[config.mk]
export PLATFORM = sky130hd
export DESIGN_NAME = alu_operand_sequencer_flat
export DESIGN_NICKNAME = d
export VERILOG_FILES = /design/src/rtl/cpu_types_pkg.sv /design/src/rtl/alu_operand_sequencer_if.sv /design/src/rtl/key_debouncer.sv /design/src/rtl/alu_operand_sequencer.sv /design/src/flat_wrapper.sv
export SDC_FILE = /design/constraint.sdc
export NUM_CORES = 1
export LEC_CHECK = 0
export CAP_MARGIN = 0
export CORE_MARGIN = 5
export CORE_UTILIZATION = 35
export CTS_BUF_LIST = sky130_fd_sc_hd__clkbuf_2
export CTS_CLUSTER_DIAMETER = 120
export DETAILED_ROUTE_END_ITERATION = 10
export PLACE_DENSITY_LB_ADDON = 0.08
export SETUP_SLACK_MARGIN = 0.2
export SLEW_MARGIN = 20
export SYNTH_ARGS = -nofsm -noshare
export SYNTH_HDL_FRONTEND = slang
export SYNTH_SLANG_ARGS = --single-unit
export TNS_END_PERCENT = 5
[constraint.sdc]
create_clock -name CLK -period 4 [get_ports CLK]
set_input_delay 0.6 -clock CLK [delete_from_list [all_inputs] [get_ports CLK]]
set_output_delay 0.6 -clock CLK [all_outputs]
set_load 0.01 [all_outputs]
[src/rtl/cpu_types_pkg.sv]
// Shared CPU types: ALU operation codes plus the operand sequencer's state
// encoding and debounce default.
package cpu_types_pkg;

  typedef enum logic [3:0] {
    ALU_SLL  = 4'd0,
    ALU_SRL  = 4'd1,
    ALU_SRA  = 4'd2,
    ALU_ADD  = 4'd3,
    ALU_SUB  = 4'd4,
    ALU_AND  = 4'd5,
    ALU_OR   = 4'd6,
    ALU_XOR  = 4'd7,
    ALU_NOR  = 4'd8,
    ALU_SLT  = 4'd9,
    ALU_SLTU = 4'd10
  } aluop_t;

  typedef enum logic [2:0] {
    SEQ_ENTER_A  = 3'd0,
    SEQ_ENTER_B  = 3'd1,
    SEQ_ENTER_OP = 3'd2,
    SEQ_EXEC     = 3'd3,
    SEQ_SHOW     = 3'd4
  } seq_state_t;

  // 10 ms at 50 MHz
  localparam int unsigned DEBOUNCE_DEFAULT = 500000;

  function automatic logic aluop_defined(logic [3:0] code);
    return code <= 4'(ALU_SLTU);
  endfunction

endpackage

[src/rtl/alu_operand_sequencer_if.sv]
// ALU-side bus: operands and op code out to the ALU, result and flags back.
interface alu_operand_sequencer_if;

  logic [31:0]           Port_A;
  logic [31:0]           Port_B;
  cpu_types_pkg::aluop_t ALUOP;
  logic [31:0]           alu_out;
  logic                  alu_zero;
  logic                  alu_neg;
  logic                  alu_ovf;

  modport master (
    output Port_A, Port_B, ALUOP,
    input  alu_out, alu_zero, alu_neg, alu_ovf
  );

  modport slave (
    input  Port_A, Port_B, ALUOP,
    output alu_out, alu_zero, alu_neg, alu_ovf
  );

endinterface

[src/rtl/key_debouncer.sv]
// Synchronizes and debounces one active-low push-button; emits a one-cycle
// registered pulse on each accepted press (1->0 of the debounced level).
module key_debouncer #(
  parameter int unsigned SYNC_STAGES     = 2,
  parameter int unsigned DEBOUNCE_CYCLES = 500000
) (
  input  logic CLK,
  input  logic nRST,
  input  logic key_n,
  output logic level,
  output logic press
);

  localparam int unsigned CntW = (DEBOUNCE_CYCLES > 2) ? $clog2(DEBOUNCE_CYCLES) : 1;

  logic [SYNC_STAGES-1:0] sync_q;
  logic [CntW-1:0]        cnt_q;
  logic                   level_q;
  logic                   press_q;
  logic                   sync;
  logic                   cnt_done;

  assign sync     = sync_q[SYNC_STAGES-1];
  assign cnt_done = (cnt_q == CntW'(DEBOUNCE_CYCLES - 1));

  always_ff @(posedge CLK or negedge nRST) begin
    if (!nRST) begin
      sync_q  <= '1;
      cnt_q   <= '0;
      level_q <= 1'b1;
      press_q <= 1'b0;
    end else begin
      sync_q  <= (sync_q << 1) | SYNC_STAGES'(key_n);
      press_q <= 1'b0;
      if (sync == level_q) begin
        cnt_q <= '0;
      end else if (cnt_done) begin
        level_q <= sync;
        cnt_q   <= '0;
        press_q <= level_q & ~sync;
      end else begin
        cnt_q <= cnt_q + 1'b1;
      end
    end
  end

  assign level = level_q;
  assign press = press_q;

endmodule

[src/rtl/alu_operand_sequencer.sv]
// Front end for the board ALU: debounced key-driven entry of A, B and op,
// one-cycle execute, then result/flag capture and display muxing.
module alu_operand_sequencer
  import cpu_types_pkg::*;
#(
  parameter int unsigned DEBOUNCE_CYCLES = DEBOUNCE_DEFAULT,
  parameter int unsigned SYNC_STAGES     = 2
) (
  input  logic                           CLK,
  input  logic                           nRST,
  input  logic [17:0]                    sw,
  input  logic                           key_enter_n,
  input  logic                           key_clear_n,
  alu_operand_sequencer_if.master        alu,
  output logic [31:0]                    result_q,
  output logic                           zero_q,
  output logic                           neg_q,
  output logic                           ovf_q,
  output logic                           result_valid,
  output logic [2:0]                     state_o,
  output logic [31:0]                    disp_value
);

  localparam logic [2:0] ST_ENTER_A  = SEQ_ENTER_A;
  localparam logic [2:0] ST_ENTER_B  = SEQ_ENTER_B;
  localparam logic [2:0] ST_ENTER_OP = SEQ_ENTER_OP;
  localparam logic [2:0] ST_EXEC     = SEQ_EXEC;
  localparam logic [2:0] ST_SHOW     = SEQ_SHOW;

  logic        enter_press, clear_press, enter_level, clear_level;
  logic [31:0] opnd;
  logic [2:0]  state_q, state_d;
  logic [31:0] port_a_q, port_a_d, port_b_q, port_b_d, result_d;
  aluop_t      aluop_q, aluop_d;
  logic        zero_d, neg_d, ovf_d, valid_q, valid_d;
  logic        unused_bits;

  assign unused_bits = sw[17] ^ enter_level ^ clear_level;
  assign opnd        = {{16{sw[16]}}, sw[15:0]};

  key_debouncer #(.SYNC_STAGES(SYNC_STAGES), .DEBOUNCE_CYCLES(DEBOUNCE_CYCLES)) u_enter (
    .CLK   (CLK),
    .nRST  (nRST),
    .key_n (key_enter_n),
    .level (enter_level),
    .press (enter_press)
  );

  key_debouncer #(.SYNC_STAGES(SYNC_STAGES), .DEBOUNCE_CYCLES(DEBOUNCE_CYCLES)) u_clear (
    .CLK   (CLK),
    .nRST  (nRST),
    .key_n (key_clear_n),
    .level (clear_level),
    .press (clear_press)
  );

  always_comb begin
    state_d  = state_q;
    port_a_d = port_a_q;
    port_b_d = port_b_q;
    aluop_d  = aluop_q;
    result_d = result_q;
    zero_d   = zero_q;
    neg_d    = neg_q;
    ovf_d    = ovf_q;
    case (state_q)
      ST_ENTER_A: if (enter_press) begin
        port_a_d = opnd;
        state_d  = ST_ENTER_B;
      end
      ST_ENTER_B: if (enter_press) begin
        port_b_d = opnd;
        state_d  = ST_ENTER_OP;
      end
      ST_ENTER_OP: if (enter_press) begin
        aluop_d = aluop_defined(sw[3:0]) ? aluop_t'(sw[3:0]) : ALU_SLL;
        state_d = ST_EXEC;
      end
      // Operands were registered on the previous edge, so alu_out is settled.
      ST_EXEC: begin
        result_d = alu.alu_out;
        zero_d   = alu.alu_zero;
        neg_d    = alu.alu_neg;
        ovf_d    = alu.alu_ovf;
        state_d  = ST_SHOW;
      end
      ST_SHOW: if (enter_press) state_d = ST_ENTER_A;
      default: state_d = ST_ENTER_A;
    endcase
    if (clear_press) begin
      state_d  = ST_ENTER_A;
      port_a_d = '0;
      port_b_d = '0;
      aluop_d  = ALU_SLL;
      result_d = '0;
      zero_d   = 1'b0;
      neg_d    = 1'b0;
      ovf_d    = 1'b0;
    end
    valid_d = (state_d == ST_SHOW);
  end

  always_ff @(posedge CLK or negedge nRST) begin
    if (!nRST) begin
      state_q  <= ST_ENTER_A;
      port_a_q <= '0;
      port_b_q <= '0;
      aluop_q  <= ALU_SLL;
      result_q <= '0;
      zero_q   <= 1'b0;
      neg_q    <= 1'b0;
      ovf_q    <= 1'b0;
      valid_q  <= 1'b0;
    end else begin
      state_q  <= state_d;
      port_a_q <= port_a_d;
      port_b_q <= port_b_d;
      aluop_q  <= aluop_d;
      result_q <= result_d;
      zero_q   <= zero_d;
      neg_q    <= neg_d;
      ovf_q    <= ovf_d;
      valid_q  <= valid_d;
    end
  end

  assign alu.Port_A   = port_a_q;
  assign alu.Port_B   = port_b_q;
  assign alu.ALUOP    = aluop_q;
  assign result_valid = valid_q;
  assign state_o      = state_q;

  always_comb begin
    case (state_q)
      ST_ENTER_A, ST_ENTER_B: disp_value = opnd;
      ST_ENTER_OP:            disp_value = {28'b0, sw[3:0]};
      ST_EXEC:                disp_value = alu.alu_out;
      ST_SHOW:                disp_value = result_q;
      default:                disp_value = '0;
    endcase
  end

endmodule

[src/flat_wrapper.sv]
// flat-port wrapper written by rule: the top's interface ports become plain ports
module alu_operand_sequencer_flat import cpu_types_pkg::*;
#(
  parameter int unsigned DEBOUNCE_CYCLES = DEBOUNCE_DEFAULT,
  parameter int unsigned SYNC_STAGES     = 2
)
  (CLK, nRST, sw, key_enter_n, key_clear_n, result_q, zero_q, neg_q, ovf_q, result_valid, state_o, disp_value, alu_Port_A, alu_Port_B, alu_ALUOP, alu_alu_out, alu_alu_zero, alu_alu_neg, alu_alu_ovf);
  alu_operand_sequencer_if alu_i ();
  input  logic CLK;
  input  logic nRST;
  input  logic [17:0] sw;
  input  logic key_enter_n;
  input  logic key_clear_n;
  output logic [31:0] result_q;
  output logic zero_q;
  output logic neg_q;
  output logic ovf_q;
  output logic result_valid;
  output logic [2:0] state_o;
  output logic [31:0] disp_value;
  output wire logic [$bits(alu_i.Port_A)-1:0] alu_Port_A;
  output wire logic [$bits(alu_i.Port_B)-1:0] alu_Port_B;
  output wire logic [$bits(alu_i.ALUOP)-1:0] alu_ALUOP;
  input wire logic [$bits(alu_i.alu_out)-1:0] alu_alu_out;
  input wire logic [$bits(alu_i.alu_zero)-1:0] alu_alu_zero;
  input wire logic [$bits(alu_i.alu_neg)-1:0] alu_alu_neg;
  input wire logic [$bits(alu_i.alu_ovf)-1:0] alu_alu_ovf;
  assign alu_Port_A = alu_i.Port_A;
  assign alu_Port_B = alu_i.Port_B;
  assign alu_ALUOP = alu_i.ALUOP;
  assign alu_i.alu_out = alu_alu_out;
  assign alu_i.alu_zero = alu_alu_zero;
  assign alu_i.alu_neg = alu_alu_neg;
  assign alu_i.alu_ovf = alu_alu_ovf;
  alu_operand_sequencer #(.DEBOUNCE_CYCLES(DEBOUNCE_CYCLES), .SYNC_STAGES(SYNC_STAGES)) u_core (.CLK(CLK), .nRST(nRST), .sw(sw), .key_enter_n(key_enter_n), .key_clear_n(key_clear_n), .alu(alu_i), .result_q(result_q), .zero_q(zero_q), .neg_q(neg_q), .ovf_q(ovf_q), .result_valid(result_valid), .state_o(state_o), .disp_value(disp_value));
endmodule
==> metrics <==
outcome=completed; final wirelength=around 18,000 um; Avg WL per Cell=about 17 um; Max FO, Critical Path=28; Layout area overhead=36.72%; number of synthesized flops with an enable pin=0; DR pass1 iterations=6; multiplexer share of the synthesized area=0.5379%; CTS tree=yes; H-Tree Depth=4; sequential fraction of the synthesis area=51.01%; layout cells sized above 1=just under 7%; startpoint types=flip-flop; wl on met1=7756 um; Root Driver=clkbuf_2; main combinational cell family by area after synthesis=simple AND/OR/NAND/NOR gates; initial antenna violation count=1; Die Footprint=roughly 20,000 um2; top-count cell post-synth=nand2_1; final hold viol count=0; RSZ-0062 raised after global routing=no; Synth top area share=between 40 and 50%; PnR Total Power=approximately 2.3 mW; CTS sink count=roughly 120; placed cell count=around 1,100; Slew HR=between 40% and 50%; Total GRT Usage=a little under a fifth; # Post-CTS Setup Buffers=0; clock skew=~19 ps; first-pass GRT wire length=28,680 um; GPL Wtd Cong=just over 0.8; VDD IR max=about 150 uV; max layer used=met4; Rows=48; Leak=3.424 nW; Die Y=141.5 um; Port Buf Inserts=between 150 and 200; post-synthesis compound-gate area fraction=a little over an eighth; DRC=0; later-pin clock latency in the skew report=around 690 ps; Mapped Cells=~690; syn_nets=around 750; antenna viol nets, final=0; top cells by count, synth=nand2_1, dfrtp_1, a21oi_1, nor2_1, clkbuf_1; area leader, netlist=dfrtp_1; total gr overflow=0; ys async rst share=100.0%; max-cap violations=0; crit path time final=roughly 3400 ps; via count=~5,500; fin crit share=between 80% and 90%; Setup CP Type=reg -> out; flip-flop and latch area=between 3000 and 4000 um2; routed length on met2=about 8700 um; Die X-Extent=approximately 140 um; simple-gate share of the synthesized area=a little under a quarter; number of synthesized register bits=roughly 120; Filler Cells Inserted=about 1,600; Final nets=908; top cells by area, synth=dfrtp_1, nand2_1, a21oi_1; DR WL met3=~1400 um; Syn. warnings=0; Initial Util=35.34%; worst slew pin tran=767.6 ps; DP HPWL=around 13,000 um; HP Class=in -> reg; CP Capture Type=output pin; WP data required=approximately 3400 ps; vias in the first global route=between 5,000 and 6,000; Max Freq=between 0.2 and 0.3 GHz; area of the mapped netlist=6048 um2; CP Data Arrival Time=around 2800 ps; Netlist cell types=43; Main synth FF type=dfrtp_1; TritonCTS buffer count=17; Pwr Density=277.6 nW/um2; Setup Viol. Count Final=0; largest net degree at the start of global routing=72; Core Area=17,120 um2; Total Neg Setup Slack=0 ps; DR iter-0 viols=about 250; num ports=about 200; Slew Limit Fails=0; area occupied by multi-input gates=2570 um2; vias per cell=between 5 and 6; clk slew on worst S/H paths=about 160 ps; Syn Area/Cell=8.728 um2; clock buffer depth=2; fraction of synthesized cell area in xor and xnor cells=around 4.2%; final cell count without fillers=1,087; Adder-Cell Fraction of Synth Area=less than 1%
==> cell usage in the layout (no fill, tap or decap), types with 2 or more instances in the layout <==
cell type        count
clkdlybuf4s50_1    193
nand2_1            156
a21oi_1            114
dfrtp_1            114
nor2_1              41
o21ai_0             31
nor2b_1             24
xnor2_1             22
clkbuf_2            20
nand3_1             16
inv_1               13
nor3_1              12
nand4_1              9
nor4_1               9
buf_4                8
xor2_1               7
clkinv_1             6
dfstp_2              6
nand3b_1             5
a31oi_1              4
o22ai_1              4
or4_1                4
ha_1                 4
bufinv_16            4
dfrtp_2              3
diode_2              2
or3_1                2
nand2b_1             2
mux2_2               2
clkinv_2             2
==> cells by family after synthesis <==
family	count (synthesis)
simple gates	297
compound gates	156
flops	123
buf+inv	81
xor+xnor	29
fa+ha+maj	4
mux	3
==> flip-flops by register name, summed over array words and instances, names as in the netlist, 2 cells and up <==
| name | count |
|---|---|
| u_core.u_enter.cnt_q | 19 |
| u_core.alu.Port_B | 17 |
| u_core.alu.Port_A | 17 |
| u_core.state_o | 3 |
| u_core.u_clear.cnt_q | 19 |
| u_core.result_q | 32 |
| u_core.u_clear.sync_q | 2 |
| u_core.alu.ALUOP | 4 |
| u_core.u_enter.sync_q | 2 |
==> worst paths after layout <==
check | startpoint | end | slack, ps | cells after the start
max reg2reg | u_core.u_clear.cnt_q[11]$_DFF_PN0_ | u_core.u_clear.cnt_q[7]$_DFF_PN0_ | 1800 | 4
min in group asynchronous | nRST | u_core.result_q[16]$_DFFE_PN0P_ | 470 | 2
min reg2reg | u_core.u_clear.sync_q[0]$_DFF_PN1_ | u_core.u_clear.sync_q[1]$_DFF_PN1_ | 370 | 0
max | u_core.state_o[1]$_DFF_PN0_ | disp_value[6] | 570 | 6
max in group asynchronous | nRST | u_core.u_enter.level$_DFFE_PN1P_ | 2620 | 3
min | key_clear_n | u_core.u_clear.sync_q[0]$_DFF_PN1_ | 310 | 1
==> layout make-up <==
type | instances | share of cell area (%)
Antenna cell | 2 | 0.06052
Clock buffer | 20 | 1.210
Clock inverter | 12 | 1.846
Inverter | 13 | 0.5901
Multi-Input combinational cell | 489 | 31.08
Sequential cell | 123 | 37.36
Tap cell | 225 | 3.404
Timing Repair Buffer | 203 | 24.45
==> layer usage <==
metal	global-route usage [%]	up-vias
li1	-	2622
met1	22.61	2592
met2	29.92	199
met3	5.595	37
met4	6.111	0
met5	0	-
==> per-stage QoR <==
step           setup WS, ps  hold slack [ps]  utilization, %  instance area [um2]
4_1_cts               432.2            203.1           48.20                 8250
2_1_floorplan          1614            304.4               -                 6048
3_5_place_dp          989.9            346.8           46.66                 7986
6_report              571.6            308.9           48.31                 8269
5_1_grt               259.9            177.8           48.31                 8269
3_3_place_gp          989.4            347.4           46.64                 7983
==> report_power, final <==
group	internal [mW]	switching, mW
combinational	0.0987	0.0895
clock	0.405	0.442
sequential	1.25	0.00727
==> worst max-delay path: stages, from the launching register on <==
cell and delay [ps]:
dfrtp_2 750, nand2_1 170, nor2_2 140, buf_4 270, nand2_1 120, o21ai_0 90
clkdlybuf4s50_1 600
==> repair_timing <==
action	CTS	global route
gates resized for setup	1	1
endpoints found under the setup margin	1	1
hold buffers	1	0
endpoints found under the hold margin	52	0
Note: power is estimated with default switching activity, not from simulation.
==> RTL change (same settings) <==
Reset style: synchronous (`nRST`), changed in 2 clocked blocks.
--- a/src/rtl/key_debouncer.sv
+++ b/src/rtl/key_debouncer.sv
@@ -23,7 +23,7 @@
   assign sync     = sync_q[SYNC_STAGES-1];
   assign cnt_done = (cnt_q == CntW'(DEBOUNCE_CYCLES - 1));
 
-  always_ff @(posedge CLK or negedge nRST) begin
+  always_ff @(posedge CLK) begin
     if (!nRST) begin
       sync_q  <= '1;
       cnt_q   <= '0;
--- a/src/rtl/alu_operand_sequencer.sv
+++ b/src/rtl/alu_operand_sequencer.sv
@@ -100,7 +100,7 @@
     valid_d = (state_d == ST_SHOW);
   end
 
-  always_ff @(posedge CLK or negedge nRST) begin
+  always_ff @(posedge CLK) begin
     if (!nRST) begin
       state_q  <= ST_ENTER_A;
       port_a_q <= '0;
Formal check against the unedited RTL: same outputs for any inputs over 10 cycles, from zero or initial values and one cycle with nRST low; that may be too few to reach the edited logic, so the function may still have changed.
==> RTL change against the unedited design <==
Final area fell by 6.5%. Wire length fell by 5.5%. Highest routed layer unchanged. Total power fell by 2.4%. Non-clock buffer count rose by 1. Critical path type unchanged. Clock power barely moved. Worst setup slack got worse by 0.025 ns. Combinational power fell by 11%. Area after synthesis fell by 8.0%. Register-to-register slack got worse by 0.23 ns. Largest cell class is now multi-input gates. First-iteration DRC count rose by 0.40%. Sequential cell count did not move.
==> RTL change: results (changes against the unedited design) <==
- Critical Path AT: 2.85 ns (was 2.83 ns)
- Leading post-synthesis cells by cell area: dfxtp_1 44%, nand2_1 13%, a21oi_1 9.9% (was dfrtp_1 48%, nand2_1 9.7%, a21oi_1 9.4%)
- Total global-route track usage: 18.3% (was 18.1%)
- Reg2reg setup slack: 1.57 ns (was 1.80 ns)
- Largest net degree at the start of global routing: 41 (was 72)
- Worst Hold Class: reg2reg (was in2reg)
- Leak: 2.43 nW (was 3.42 nW)
- Internal power: 1.73 mW (was 1.76 mW)
- TritonCTS buffer count: 17 (unchanged)
- MaxCap Viol Count: 0 (unchanged)
- Metal3 WL: 1.02 mm (was 1.37 mm)
- H-tree depth: 4 (unchanged)
- CP Capture Point: disp_value[7] (was disp_value[6])
- Post-synth ARST share: 0% (was 100%)
- Vias per cell: 4.86 (was 5.01)
- Routed length on met2: 8.48 mm (was 8.72 mm)
- Syn_nets: 790 (was 754)
- Synth top cells by count: 189 x nand2_1, 123 x dfxtp_1, 110 x a21oi_1 (was 156 x nand2_1, 117 x dfrtp_1, 114 x a21oi_1)
- DR pass1 iterations: 4 (was 6)
- Final worst clock skew: 0.0169 ns (was 0.0188 ns)
- Clock latency on the worst-skew pair: 0.67 ns (was 0.69 ns)
- Status: complete, no violations (unchanged)
- Peak VDD IR: 181 uV (was 146 uV)
- CTS resizes: 0 (was 1)
- Filler instances: 1542 (was 1631)
- Setup crit start: u_core.state_o[1] (unchanged)
- Critical R2R Launch: u_core.u_clear.cnt_q[0] (was u_core.u_clear.cnt_q[11])
- DP HPWL: 12.5 mm (was 13.2 mm)
- CP max FO: 34 (was 28)
- Slew HR: 30.3% (was 48.8%)
- Starting DRT DRC Count: 252 (was 251)
- Crit-path max cell delay: 0.62 ns (was 0.75 ns)
- Worst Reg-to-Reg Cells: 5 (was 4)
- First-pass GRT wire length: 26.8 mm (was 28.7 mm)
- Share of cells above drive strength 1: 5.72% (was 6.86%)
- Fin nets: 940 (was 908)
- Top flop regs: u_core.result_q (32), u_core.u_clear.cnt_q (19), u_core.u_enter.cnt_q (19) (unchanged)
- RePlAce Congestion: 0.845 (was 0.818)
- Critical path's slowest cell: clkdlybuf4s50_1 (was dfrtp_2)
- Port-buffer cells: 194 (unchanged)
- Postcts setup bufs: 0 (unchanged)
- Sequential area share after synthesis: 44.3% (was 51.0%)
- RR Endpoint: u_core.u_clear.cnt_q[12] (was u_core.u_clear.cnt_q[7])
- Routed wire length: 17.3 mm (was 18.3 mm)
- Vias in the first global route: 4999 (was 5360)
- CP Class: reg2out (unchanged)
- Dpl cell area: 7470 um2 (was 7990 um2)
- Hold wc startpoint: u_core.u_enter.sync_q[0] (was key_clear_n)
- Synth cell types: 38 (was 43)
- Wl on met1: 7.50 mm (was 7.76 mm)
## RTL change: logic make-up after synthesis
| family | share of synthesized area (%) |
|---|---|
| mux | 0.720 |
| simple gates | 27.6 |
| compound gates | 14.3 |
| fa+ha+maj | 0.900 |
| flops | 44.3 |
| xor+xnor | 4.41 |
| buf+inv | 7.83 |
## RTL change: worst max-delay path: cells and delay by family (launching register included)
family | cells | cell delay [ns]
flops | 1 | 0.34
simple gates | 1 | 0.16
buf+inv | 3 | 1.24
compound gates | 2 | 0.44
## RTL change: per-stage QoR
stage / cells / utilization (%) / hold slack, ns / setup slack, ns
global route: 1108 / 49.2 / 0.389 / 0.313
detailed placement: 1076 / 47.5 / 0.393 / 1.07
floorplan: 729 / - / 0.386 / 1.86
CTS: 1107 / 49.1 / 0.386 / 0.500
global placement: 1076 / 47.5 / 0.389 / 1.10
finish: 1108 / 49.2 / 0.427 / 0.547
## RTL change: how the worst min path moves through the flow
stage                          endpoint
6_report       u_core.u_enter.sync_q[1]
5_1_grt                    u_core.ovf_q
4_1_cts                    u_core.ovf_q
3_5_place_dp   u_core.u_clear.sync_q[1]
3_3_place_gp   u_core.u_clear.sync_q[1]
2_1_floorplan  u_core.u_clear.sync_q[1]
## RTL change: cell type report
cell class	instances	area [um2]	share of cell area, %
Clock inverter	11	151	1.96
Tap cell	216	270	3.50
Multi-Input combinational cell	522	2690	34.7
Inverter	11	41.3	0.534
Timing Repair Buffer	204	2020	26.1
Sequential cell	123	2460	31.8
Antenna cell	1	2.50	0.0324
Clock buffer	20	100	1.29
## RTL change: metal layers
| metal | vias up | GRT usage, % |
|---|---|---|
| met4 | 0 | 6.61 |
| met3 | 18 | 4.44 |
| met1 | 2488 | 22.6 |
| li1 | 2719 | - |
| met2 | 161 | 31.0 |
| met5 | - | 0 |
## RTL change: power by group through the flow
stage	registers (mW)	logic (mW)	clock network, mW
6_report	1.23	0.167	0.844
5_1_grt	1.23	0.179	0.927
4_1_cts	1.23	0.169	0.875
3_5_place_dp	1.26	0.169	0
3_3_place_gp	1.26	0.167	0
2_1_floorplan	1.26	0.0503	0
